**src/rtl/controlador_rodadas_if.sv**
```systemverilog
// Round controller bus: game control, ROM and grader side.
// Slave is the controller, master is whoever drives it.
interface controlador_rodadas_if #(
  parameter int SOMA_W = 8
);
  logic              iniciar;
  logic              abortar;
  logic              sensor_valido;
  logic [3:0]        sensor;
  logic [3:0]        ideal_dado;
  logic [3:0]        nota;
  logic [3:0]        endereco_ideal;
  logic [3:0]        ideal_out;
  logic [3:0]        sensor_out;
  logic              enable_nota;
  logic [3:0]        rodada;
  logic [3:0]        nota_rodada;
  logic              nota_valida;
  logic [SOMA_W-1:0] soma;
  logic              ocupado;
  logic              pronto;

  modport slave (
    input  iniciar, abortar, sensor_valido,
    input  sensor, ideal_dado, nota,
    output endereco_ideal, ideal_out, sensor_out,
    output enable_nota, rodada, nota_rodada,
    output nota_valida, soma, ocupado, pronto
  );

  modport master (
    output iniciar, abortar, sensor_valido,
    output sensor, ideal_dado, nota,
    input  endereco_ideal, ideal_out, sensor_out,
    input  enable_nota, rodada, nota_rodada,
    input  nota_valida, soma, ocupado, pronto
  );
endinterface

```
**src/rtl/controlador_rodadas.sv**
```systemverilog
// Multi-round scoring session sequencer.
// Fetches ideal, waits for sensor or timeout, grades, accumulates.
module controlador_rodadas #(
  parameter int N_RODADAS = 4,
  parameter int TIMEOUT   = 1000,
  parameter int SOMA_W    = 8
) (
  input  logic clock,
  input  logic resetn,
  controlador_rodadas_if.slave bus
);
  typedef enum logic [2:0] {
    OCIOSO, CARREGA, LE, ESPERA,
    AVALIA, PROXIMA, FIM
  } state_t;

  localparam int CW =
    (TIMEOUT > 1) ? $clog2(TIMEOUT) : 1;
  localparam logic [CW-1:0] CNT_MAX =
    CW'(TIMEOUT - 1);
  localparam logic [3:0] ULTIMA =
    4'(N_RODADAS - 1);
  localparam logic [SOMA_W:0] SOMA_MAX =
    {1'b0, {SOMA_W{1'b1}}};

  state_t            r_state;
  logic [CW-1:0]     r_cnt;
  logic              r_tmo;
  logic [3:0]        r_ideal;
  logic [3:0]        r_sensor;
  logic [3:0]        r_rodada;
  logic [3:0]        r_nota;
  logic [SOMA_W-1:0] r_soma;
  logic              r_enable;
  logic              r_valida;
  logic              r_ocupado;
  logic              r_pronto;

  state_t            w_next;
  logic              w_abort;
  logic [3:0]        w_g;
  logic [SOMA_W:0]   w_soma_ext;
  logic [SOMA_W-1:0] w_soma_sat;

  assign w_abort = bus.abortar
                && (r_state != OCIOSO);

  // Round grade: timeout or out-of-range grader result scores zero
  always_comb begin
    w_g = bus.nota;
    if (r_tmo || (bus.nota > 4'd10))
      w_g = 4'd0;
  end

  // Saturating accumulation of the round grade
  always_comb begin
    w_soma_ext = {1'b0, r_soma}
               + (SOMA_W+1)'(w_g);
    w_soma_sat = w_soma_ext[SOMA_W-1:0];
    if (w_soma_ext > SOMA_MAX)
      w_soma_sat = '1;
  end

  // Next state; abort beats everything but reset
  always_comb begin
    w_next = r_state;
    if (w_abort) begin
      w_next = OCIOSO;
    end else begin
      unique case (r_state)
        OCIOSO, FIM:
          if (bus.iniciar) w_next = CARREGA;
        CARREGA: w_next = LE;
        LE:      w_next = ESPERA;
        ESPERA:
          if (bus.sensor_valido
              || (r_cnt == CNT_MAX))
            w_next = AVALIA;
        AVALIA:  w_next = PROXIMA;
        PROXIMA:
          w_next = (r_rodada == ULTIMA)
                 ? FIM : CARREGA;
        default: w_next = OCIOSO;
      endcase
    end
  end

  // State, registered outputs and round datapath
  always_ff @(posedge clock or negedge resetn) begin
    if (!resetn) begin
      r_state   <= OCIOSO;
      r_cnt     <= '0;
      r_tmo     <= 1'b0;
      r_ideal   <= '0;
      r_sensor  <= '0;
      r_rodada  <= '0;
      r_nota    <= '0;
      r_soma    <= '0;
      r_enable  <= 1'b0;
      r_valida  <= 1'b0;
      r_ocupado <= 1'b0;
      r_pronto  <= 1'b0;
    end else begin
      r_state   <= w_next;
      r_enable  <= (w_next == AVALIA);
      r_valida  <= (w_next == PROXIMA);
      r_pronto  <= (w_next == FIM);
      r_ocupado <= (w_next != OCIOSO)
                && (w_next != FIM);
      if (!w_abort) begin
        unique case (r_state)
          OCIOSO, FIM:
            if (bus.iniciar) begin
              r_rodada <= '0;
              r_soma   <= '0;
              r_nota   <= '0;
            end
          LE: begin
            r_ideal <= bus.ideal_dado;
            r_cnt   <= '0;
          end
          ESPERA: begin
            r_cnt <= r_cnt + CW'(1);
            if (bus.sensor_valido) begin
              r_sensor <= bus.sensor;
              r_tmo    <= 1'b0;
            end else if (r_cnt == CNT_MAX) begin
              r_tmo <= 1'b1;
            end
          end
          AVALIA: begin
            r_nota <= w_g;
            r_soma <= w_soma_sat;
          end
          PROXIMA:
            if (r_rodada != ULTIMA)
              r_rodada <= r_rodada + 4'd1;
          default: ;
        endcase
      end
    end
  end

  assign bus.endereco_ideal = r_rodada;
  assign bus.ideal_out      = r_ideal;
  assign bus.sensor_out     = r_sensor;
  assign bus.enable_nota    = r_enable;
  assign bus.rodada         = r_rodada;
  assign bus.nota_rodada    = r_nota;
  assign bus.nota_valida    = r_valida;
  assign bus.soma           = r_soma;
  assign bus.ocupado        = r_ocupado;
  assign bus.pronto         = r_pronto;
endmodule

```
**src/flat_wrapper.sv**
```systemverilog
// flat-port wrapper written by rule: the top's interface ports become plain ports
module controlador_rodadas_flat 
#(
  parameter int N_RODADAS = 4,
  parameter int TIMEOUT   = 1000,
  parameter int SOMA_W    = 8
)
  (clock, resetn, bus_iniciar, bus_abortar, bus_sensor_valido, bus_sensor, bus_ideal_dado, bus_nota, bus_endereco_ideal, bus_ideal_out, bus_sensor_out, bus_enable_nota, bus_rodada, bus_nota_rodada, bus_nota_valida, bus_soma, bus_ocupado, bus_pronto);
  controlador_rodadas_if #(.SOMA_W(SOMA_W)) bus_i ();
  input  logic clock;
  input  logic resetn;
  input wire logic [$bits(bus_i.iniciar)-1:0] bus_iniciar;
  input wire logic [$bits(bus_i.abortar)-1:0] bus_abortar;
  input wire logic [$bits(bus_i.sensor_valido)-1:0] bus_sensor_valido;
  input wire logic [$bits(bus_i.sensor)-1:0] bus_sensor;
  input wire logic [$bits(bus_i.ideal_dado)-1:0] bus_ideal_dado;
  input wire logic [$bits(bus_i.nota)-1:0] bus_nota;
  output wire logic [$bits(bus_i.endereco_ideal)-1:0] bus_endereco_ideal;
  output wire logic [$bits(bus_i.ideal_out)-1:0] bus_ideal_out;
  output wire logic [$bits(bus_i.sensor_out)-1:0] bus_sensor_out;
  output wire logic [$bits(bus_i.enable_nota)-1:0] bus_enable_nota;
  output wire logic [$bits(bus_i.rodada)-1:0] bus_rodada;
  output wire logic [$bits(bus_i.nota_rodada)-1:0] bus_nota_rodada;
  output wire logic [$bits(bus_i.nota_valida)-1:0] bus_nota_valida;
  output wire logic [$bits(bus_i.soma)-1:0] bus_soma;
  output wire logic [$bits(bus_i.ocupado)-1:0] bus_ocupado;
  output wire logic [$bits(bus_i.pronto)-1:0] bus_pronto;
  assign bus_i.iniciar = bus_iniciar;
  assign bus_i.abortar = bus_abortar;
  assign bus_i.sensor_valido = bus_sensor_valido;
  assign bus_i.sensor = bus_sensor;
  assign bus_i.ideal_dado = bus_ideal_dado;
  assign bus_i.nota = bus_nota;
  assign bus_endereco_ideal = bus_i.endereco_ideal;
  assign bus_ideal_out = bus_i.ideal_out;
  assign bus_sensor_out = bus_i.sensor_out;
  assign bus_enable_nota = bus_i.enable_nota;
  assign bus_rodada = bus_i.rodada;
  assign bus_nota_rodada = bus_i.nota_rodada;
  assign bus_nota_valida = bus_i.nota_valida;
  assign bus_soma = bus_i.soma;
  assign bus_ocupado = bus_i.ocupado;
  assign bus_pronto = bus_i.pronto;
  controlador_rodadas #(.N_RODADAS(N_RODADAS), .TIMEOUT(TIMEOUT), .SOMA_W(SOMA_W)) u_core (.clock(clock), .resetn(resetn), .bus(bus_i));
endmodule
```
**config.mk**
```make
export PLATFORM = sky130hd
export DESIGN_NAME = controlador_rodadas_flat
export DESIGN_NICKNAME = d
export VERILOG_FILES = /design/src/rtl/controlador_rodadas_if.sv /design/src/rtl/controlador_rodadas.sv /design/src/flat_wrapper.sv
export SDC_FILE = /design/constraint.sdc
export NUM_CORES = 1
export LEC_CHECK = 0
export ABC_AREA = 1
export BUFFER_PORTS_ARGS = -buffer_cell sky130_fd_sc_hd__buf_2
export CORE_MARGIN = 2
export CORE_UTILIZATION = 58
export CTS_CLUSTER_DIAMETER = 40
export DETAILED_ROUTE_END_ITERATION = 16
export PLACE_DENSITY = 0.84
export SLEW_MARGIN = 20
export SYNTH_ARGS = -nofsm -noshare
export SYNTH_HDL_FRONTEND = slang
export SYNTH_SLANG_ARGS = --single-unit
```
**constraint.sdc**
```tcl
create_clock -name clock -period 3.7 [get_ports clock]
set_clock_uncertainty 0.05 [all_clocks]
set_input_delay 0.74 -clock clock [delete_from_list [all_inputs] [get_ports clock]]
set_output_delay 0.74 -clock clock [all_outputs]
set_load 0.02 [all_outputs]
```
Yosys cells after proc, flatten, opt, wreduce, memory -nomap -nowiden:

Cells that the tools add are included.

* $add $sub $neg: 3
* magnitude comparators: 2
* equality and inequality tests: 15
* muxes and demuxes: 16
* bitwise gates (word level): 1
* reductions and logical operators: 18

Operator list (number)
* case mux 10 bit (2 select lines): 1
* == test 3 bit (second input constant): 6
* case mux 3 bit (6 select lines): 1
* 2-to-1 mux 8 bit: 2
* case mux 4 bit (2 select lines): 2
* case mux 8 bit (2 select lines): 1
* 2-to-1 mux 3 bit: 4
* 2-to-1 mux 4 bit: 3
* adder 10 x 1 -> 10 bit (second input constant): 1
* == test 10 bit (second input constant): 1
* adder 8 x 4 -> 9 bit: 1
* > comparator 9 x 8 -> 1 bit (second input constant): 1
* AND reduction 3 bit: 3
* nonzero test 2 bit: 4
* == test 3 x 2 -> 1 bit (second input constant): 2
* nonzero test 3 bit: 2
* adder 4 x 1 -> 4 bit (second input constant): 1
* == test 4 x 2 -> 1 bit (second input constant): 1
* > comparator 4 bit (second input constant): 1
* != test 4 x 2 -> 1 bit (second input constant): 1
* AND reduction 2 bit: 2
* AND reduction 4 bit: 1
* == test 3 x 1 -> 1 bit (second input constant): 1
* zero test 3 bit: 1
* other kinds (8): 11

* flip-flop bits (word level): 42
* input bits: 17
* output and inout bits: 32

Longest topological paths before layout:

Gate-level depths: netlist of the first run.

* depth after elaboration: 7
* gate-level depth with buffers: 17
* mapped depth without buffers: 17

Least setup slack after synthesis of the first run:

Ideal clock, no wire load.

* path kind: input to register
* start: input bus_nota[0]
* end: register u_core.r_soma[4], in the netlist u_core.bus.soma[4]
* library setup time: 0.131 ns
* arrival time: 2.231 ns
* data required time: 3.519 ns
* path slack: 1.288 ns
* stages: 14
* buffers on the path: 0
* cells stage by stage: nand2_1 > inv_1 > nor2_1 > o21a_1 > nand2_1 > inv_1 > ha_1 > fa_1 > nand4_1 > nand2_1 > nand2_1 > nand3_1 > nand2_1 > o21ai_0

* word-level cells in the longest chain between the ends: 7

Ends and longest elaborated chain
* start: declaration: RTL line flat_wrapper.sv:17 `input wire logic [$bits(bus_i.nota)-1:0] bus_nota;`
* > comparator 4 bit: RTL line controlador_rodadas.sv:51 `if (r_tmo || (bus.nota > 4'd10))`
* logical OR 1 bit: RTL line controlador_rodadas.sv:51
* 2-to-1 mux 4 bit *: RTL line controlador_rodadas.sv:51
* adder 8 x 4 -> 9 bit *: RTL line controlador_rodadas.sv:58 `+ (SOMA_W+1)'(w_g);`
* > comparator 9 x 8 -> 1 bit: RTL line controlador_rodadas.sv:60 `if (w_soma_ext > SOMA_MAX)`
* 2-to-1 mux 8 bit *: RTL line controlador_rodadas.sv:60
* case mux 8 bit (2 select lines) *: RTL line controlador_rodadas.sv:111 `unique case (r_state)`
* end signal: assignment: RTL line controlador_rodadas.sv:133 `r_soma <= w_soma_sat;`
* end: declaration: RTL line controlador_rodadas.sv:33 `logic [SOMA_W-1:0] r_soma;`

Mark *: on every way between the ends. The rest lies on a longest branch, timed or not.
A chain may end at the register's enable or synchronous reset.

Final worst setup path of the first run:

Ends and elaborated chain as after synthesis.

==> results.cfg, run 1 <==
[timing]
finalWorstSetupSlack_ns = 1.36
finalHoldViolCount = 0
timing.final.crit_share = 0.633
rsz0062_at_grt = no
whs_ns = 0.415
drv_slew = 0
max_freq_mhz = 427
max-slew-margin-rel = 0.401
tightest_slew_ns = 0.899
setup_violations = 0
fin_crit_ns = 2.34
fin_tns_setup_ns = 0

[floorplanning]
die_w_um = 66
core_mm2 = 0.00369
ios = 49
num_rows = 22
die_h_um = 66
die-area_mm2 = 0.00436
start_util = 0.604

[power]
p_switching_uw = 644
ir_worst_vdd_v = 0.000352
power.density_mw_per_mm2 = 608
intPower_uw = 932
leakage_nw = 1.48
p_total_mw = 1.58
combPwrFrac = 0.404
clkPwrFrac = 0.190
power_frac_seq = 0.406
switching_share = 0.409

[hold_path]
hold_end = u_core.bus.ideal_out[3]
min_from = u_core.bus.ideal_out[3]
hp-class = flip-flop to flip-flop
hold_path_depth = 2

[clock_network]
worstSkewPairLatency_ns = 0.29
post_cts_buffers = 0
numCtsBuffers = 5
clockRootBuffer = clkbuf_8
cts_buffer_depth = 2
cts_hold_buf = 0
cts_resized = 0
clock-sinks = 42
cts_tree = done
htree_levels = 2
clkTransAtPathRegs_ns = 0.08

[placement]
gp_congestion = 0.927
pre_cts_slack_ns = 1.06
placed_area_mm2 = 0.00250
place_hpwl_mm = 3.20
port_buffers = 48

[grt]
grt_pass1_vias = 1717
grt_overflow = 0
track_usage = 0.224
grt_pass1_wl_mm = 7.38
antenna_found_initial = 0
grt_max_degree = 43

[layout]
syn_to_final_growth_pct = 16.2
nets = 354
drive_above_1_share = 0.205
nFillCells = 317
diodes = 0
stdcell_area_mm2 = 0.00259

[synthesis]
ys_top_cells_by_count = nand2_1 (81), dfrtp_1 (42), inv_1 (38)
synthCells = 280
yosysMostFrequentCell = nand2_1
yosysTopAreaCell = dfrtp_1
synth_area_leaders = dfrtp_1 (47%), nand2_1 (14%), inv_1 (6.4%), nand3_1 (4.5%), a21oi_1 (3.6%)
ys_seq_area_frac = 0.471
synth.top_cell.area_share = 0.471
synthFlopType = dfrtp_1
synth-seq-cells = 42
synth_edf_count = 0
yosys.cell_types.count = 29
syn_nets = 303
synth_area_mm2 = 0.00223
yosysWarnings = 0
syn_avg_cell_area_um2 = 7.96
async_flop_share = 1.00

[outcome]
status = completed

[critical_path]
required_ns = 3.82
reg2reg_depth = 12
worstSetupEndpointType = flip-flop
crit_fanout = 6
cpPeakStageDelay_ns = 0.40
critPathLaunchType = input port
worst-setup-path-type = input port to flip-flop
worstPathArrival_ns = 2.47
critPathTopFamily = simple AND/OR/NAND/NOR gates
crit_top_cell = nand2_1
rr_endpoint = u_core.bus.soma[4]
cp_slowest_cell = fa_1
r2r_setup_slack_ns = 1.64
critical_path.cell_chain = buf_2, nand2_1, inv_1, nor2_1, o21a_1, nand2_1, inv_1, ha_1, fa_1, nand4_1, nand2_1, nand2_1, nand3_1, nand2_1, o21ai_0
critical_path_buf_inv_count = 3
r2r-start = u_core.r_tmo

[route]
via_per_inst = 5.04
drt-initial-drc-count = 95
wl_per_cell_um = 11.2
ant_nets = 0
drc = 0
finalWirelength_mm = 4.26
firstDrtPassIters = 4
vias = 1917

[flow_run]
cap_violations = 0
==> per-layer routing <==
layer,GRT usage,wire length (µm)
met2,0.355,1880
met3,0.0647,290
met4,0.0612,53
met1,0.302,2040
met5,0,0
==> power groups by stage <==
stage	clock, mW	combinational [mW]	sequential (mW)
floorplan	0	0.383	0.728
global placement	0	0.627	0.644
detailed placement	0	0.643	0.648
CTS	0.306	0.643	0.641
global route	0.329	0.716	0.655
finish	0.300	0.637	0.639
==> stage by stage <==
stage          cells   util
6_report         380  0.703
5_1_grt          380  0.703
4_1_cts          380  0.703
3_5_place_dp     372  0.678
3_3_place_gp     372  0.678
2_1_floorplan    280      -
==> how the worst max path moves through the flow <==
stage | end | startpoint | cells past startpoint
floorplan | u_core.bus.soma[4] | bus_nota[0] | 14
global placement | u_core.bus.soma[4] | bus_nota[0] | 15
detailed placement | u_core.bus.soma[4] | bus_nota[0] | 15
CTS | u_core.bus.soma[4] | bus_nota[0] | 15
global route | u_core.bus.soma[2] | bus_nota[0] | 15
finish | u_core.bus.soma[4] | bus_nota[0] | 15
==> cell usage in the layout (no fill, tap or decap), drive strengths merged <==
master,Yosys,routed
nor2,23,23
and3,1,1
nor3b,2,2
a21oi,16,16
nor3,7,7
buf,4,48
o21ai,15,15
inv,39,39
xor2,3,3
dfrtp,42,42
o21a,3,3
nand2,83,83
mux2,4,4
ha,5,5
clkbuf,0,7
nor4,1,1
mux2i,1,1
clkinv,0,1
nand4,7,7
or2,1,1
nand3,21,21
fa,1,1
a22o,1,1
==> layout make-up <==
class                      instances  area (µm²)  share of cell area
clock buffer                       7        86.3              0.0333
clock inverter                     1        5.00             0.00193
inverter                          39         146              0.0565
multi-input combinational        195        1000               0.387
sequential                        42        1050               0.406
tap                               48        60.1              0.0232
timing repair buffer              48         240              0.0927
==> registers in the layout (all words and copies together), names as in the netlist <==
| register | count |
|---|---|
| u_core.bus.sensor_out | 4 |
| u_core.bus.pronto | 1 |
| u_core.bus.endereco_ideal | 4 |
| u_core.bus.ocupado | 1 |
| u_core.r_cnt | 10 |
| u_core.r_tmo | 1 |
| u_core.bus.nota_rodada | 4 |
| u_core.r_state | 3 |
| u_core.bus.nota_valida | 1 |
| u_core.bus.soma | 8 |
| u_core.bus.enable_nota | 1 |
| u_core.bus.ideal_out | 4 |
==> cell families (layout without fill, tap and decap cells) <==
| group | count (synthesis) | count (layout) | synth area share |
|---|---|---|---|
| AOI/OAI and AO/OA | 35 | 35 | 0.0836 |
| xor gates and xnor gates | 3 | 3 | 0.0118 |
| adders and majority gates | 6 | 6 | 0.0370 |
| buffers and inverters | 43 | 95 | 0.0791 |
| DFF | 42 | 42 | 0.471 |
| muxes | 5 | 5 | 0.0247 |
| and+or+nand+nor | 146 | 146 | 0.292 |
==> worst register-to-register path: stages (launching register included) <==
cell	delay [ns]
dfrtp_1	0.36
inv_1	0.07
o21a_1	0.13
nand2_1	0.07
inv_1	0.04
ha_1	0.19
fa_1	0.40
nand4_1	0.13
nand2_1	0.14
nand2_1	0.15
nand3_1	0.08
nand2_1	0.06
o21ai_0	0.06
Note: power is estimated with default switching activity, not from simulation.
==> inputs of run 2 (changes only) <==
--- a/config.mk
+++ b/config.mk
@@ -8,10 +8,10 @@
 export ABC_AREA = 1
 export BUFFER_PORTS_ARGS = -buffer_cell sky130_fd_sc_hd__buf_2
 export CORE_MARGIN = 2
-export CORE_UTILIZATION = 58
+export CORE_UTILIZATION = 54
 export CTS_CLUSTER_DIAMETER = 40
 export DETAILED_ROUTE_END_ITERATION = 16
-export PLACE_DENSITY = 0.84
+export PLACE_DENSITY = 0.79
 export SLEW_MARGIN = 20
 export SYNTH_ARGS = -nofsm -noshare
 export SYNTH_HDL_FRONTEND = slang
==> constraint.sdc (replaced) <==
create_clock -name clock -period 2.3 [get_ports clock]
set_clock_uncertainty 0.05 [all_clocks]
set_input_delay 0.46 -clock clock [delete_from_list [all_inputs] [get_ports clock]]
set_output_delay 0.46 -clock clock [all_outputs]
set_load 0.02 [all_outputs]
==> run 2 against run 1 <==
  * Die area increased by 7.0%
  * Setup slack got worse by 1.2 ns
  * Wire length increased by 3.3%
  * Non-clock buffer count increased by 2
  * Critical path type unchanged
  * Sequential power increased by 61%
  * Critical endpoint unchanged
  * Global-route usage decreased by 2.0 points
  * Flip-flop and latch count unchanged
  * Critical path depth unchanged
==> results.cfg, run 2 (synthesis results as in run 1) <==
[power]
ir_worst_vdd_v = 0.000741
leakage_nw = 1.49
power.density_mw_per_mm2 = 973

[critical_path]
rr_endpoint = u_core.bus.soma[4]
reg2reg_depth = 12
r2r_setup_slack_ns = 0.20
critPathLaunchType = input port
critical_path.startpoint = bus_nota[0]
required_ns = 2.42
r2r-start = u_core.r_tmo
worst-setup-path-type = input port to flip-flop
worstSetupEndpointType = flip-flop
worstPathArrival_ns = 2.22
crit_fanout = 6

[layout]
final_common_cell = nand2_1
syn_to_final_growth_pct = 17.7
instances_no_fill = 384
stdcell_area_mm2 = 0.00263
final_cell_mix = nand2_1 (81), buf_2 (48), dfrtp_1 (42), inv_1 (38), nor2_1 (21)
nets = 356
diodes = 0
drive_above_1_share = 0.213
max_flop_register = u_core.r_cnt
largest_reg_flops = 10
fin_util = 0.656

[clock_network]
cts_buffer_depth = 2
clock-sinks = 42
numCtsBuffers = 5
cts_resized = 0
clkTransAtPathRegs_ns = 0.08
cts_tree = done
post_cts_buffers = 0
worstSkewPairLatency_ns = 0.29
htree_levels = 2
cts_hold_buf = 0
clockRootBuffer = clkbuf_8

[route]
wl_per_cell_um = 11.5
via_per_inst = 5.12
ant_nets = 0
firstDrtPassIters = 4
vias = 1966
drc = 0
finalWirelength_mm = 4.40
drt-initial-drc-count = 162

[grt]
grt_pass1_vias = 1675
grt_max_degree = 24
track_usage = 0.204
grt_pass1_wl_mm = 7.01
grt_overflow = 0
antenna_found_initial = 0

[timing]
tightest_slew_ns = 0.623
timing.final.crit_share = 0.915
fin_tns_setup_ns = 0
rsz0062_at_grt = no
fin_crit_ns = 2.10
max_freq_mhz = 475
setup_violations = 0
max-slew-margin-rel = 0.581
finalHoldViolCount = 0
drv_slew = 0
whs_ns = 0.0601

[placement]
place_hpwl_mm = 3.45
gp_congestion = 0.785
placed_area_mm2 = 0.00253
placedCellCount = 376
port_buffers = 48

[hold_path]
hp-class = input port to async pin

[floorplanning]
die-area_mm2 = 0.00466
die_h_um = 68.3
num_rows = 23
start_util = 0.557
ios = 49
core_mm2 = 0.00400
die_w_um = 68.3

[outcome]
status = completed

[flow_run]
cap_violations = 0
-- run 2: cell types whose count changed in the layout (fill, tap and decap cells not counted), sizes merged --
cell | before | now
clkbuf | 7 | 6
buf | 48 | 50
clkinvlp | 0 | 1
-- run 2: where the power goes --
group	internal [mW]	total [mW]	leakage, nW	switching, mW
Sequential	0.909	1.03	0.563	0.124
Clock	0.241	0.489	0.0472	0.248
Combinational	0.356	1.03	0.881	0.677
-- run 2: routing by layer --
layer	GRT usage	vias to the layer above	wire length (µm)
li1	-	1003	-
met1	0.268	922	2070
met2	0.328	36	2090
met3	0.0378	5	177
met4	0.0900	0	70
met5	0	-	0
-- run 2: worst max-delay path, cell delays in order --
cell	delay, ns
buf_2	0.09
nand2_1	0.05
inv_1	0.05
nor2_1	0.04
o21a_1	0.18
nand2_1	0.08
inv_1	0.04
ha_1	0.20
fa_1	0.40
nand4_1	0.13
nand2_1	0.14
nand2_1	0.15
nand3_1	0.08
nand2_1	0.06
o21ai_0	0.07
-- run 2: cell type report --
| class | count | area [µm²] |
|---|---|---|
| tap | 50 | 62.6 |
| clock buffer | 6 | 82.6 |
| clock inverter | 2 | 12.5 |
| fill | 350 | 1380 |
| timing repair buffer | 50 | 268 |
| sequential | 42 | 1050 |
| inverter | 39 | 146 |
| multi-input combinational | 195 | 1000 |
-- run 2: how the worst max path moves through the flow --
stage / to / cells past startpoint
finish: u_core.bus.soma[4] / 15
global route: u_core.bus.soma[4] / 15
floorplan: u_core.bus.soma[4] / 14
detailed placement: u_core.bus.soma[4] / 15
CTS: u_core.bus.soma[4] / 15
global placement: u_core.bus.soma[4] / 15
-- run 2: metrics by stage --
step                worst slack [ns]  power (mW)
CTS                            0.201        2.59
global placement             -0.0224        2.06
global route                 0.00121        2.75
floorplan                      0.168        1.79
detailed placement            -0.106        2.09
finish                         0.195        2.56
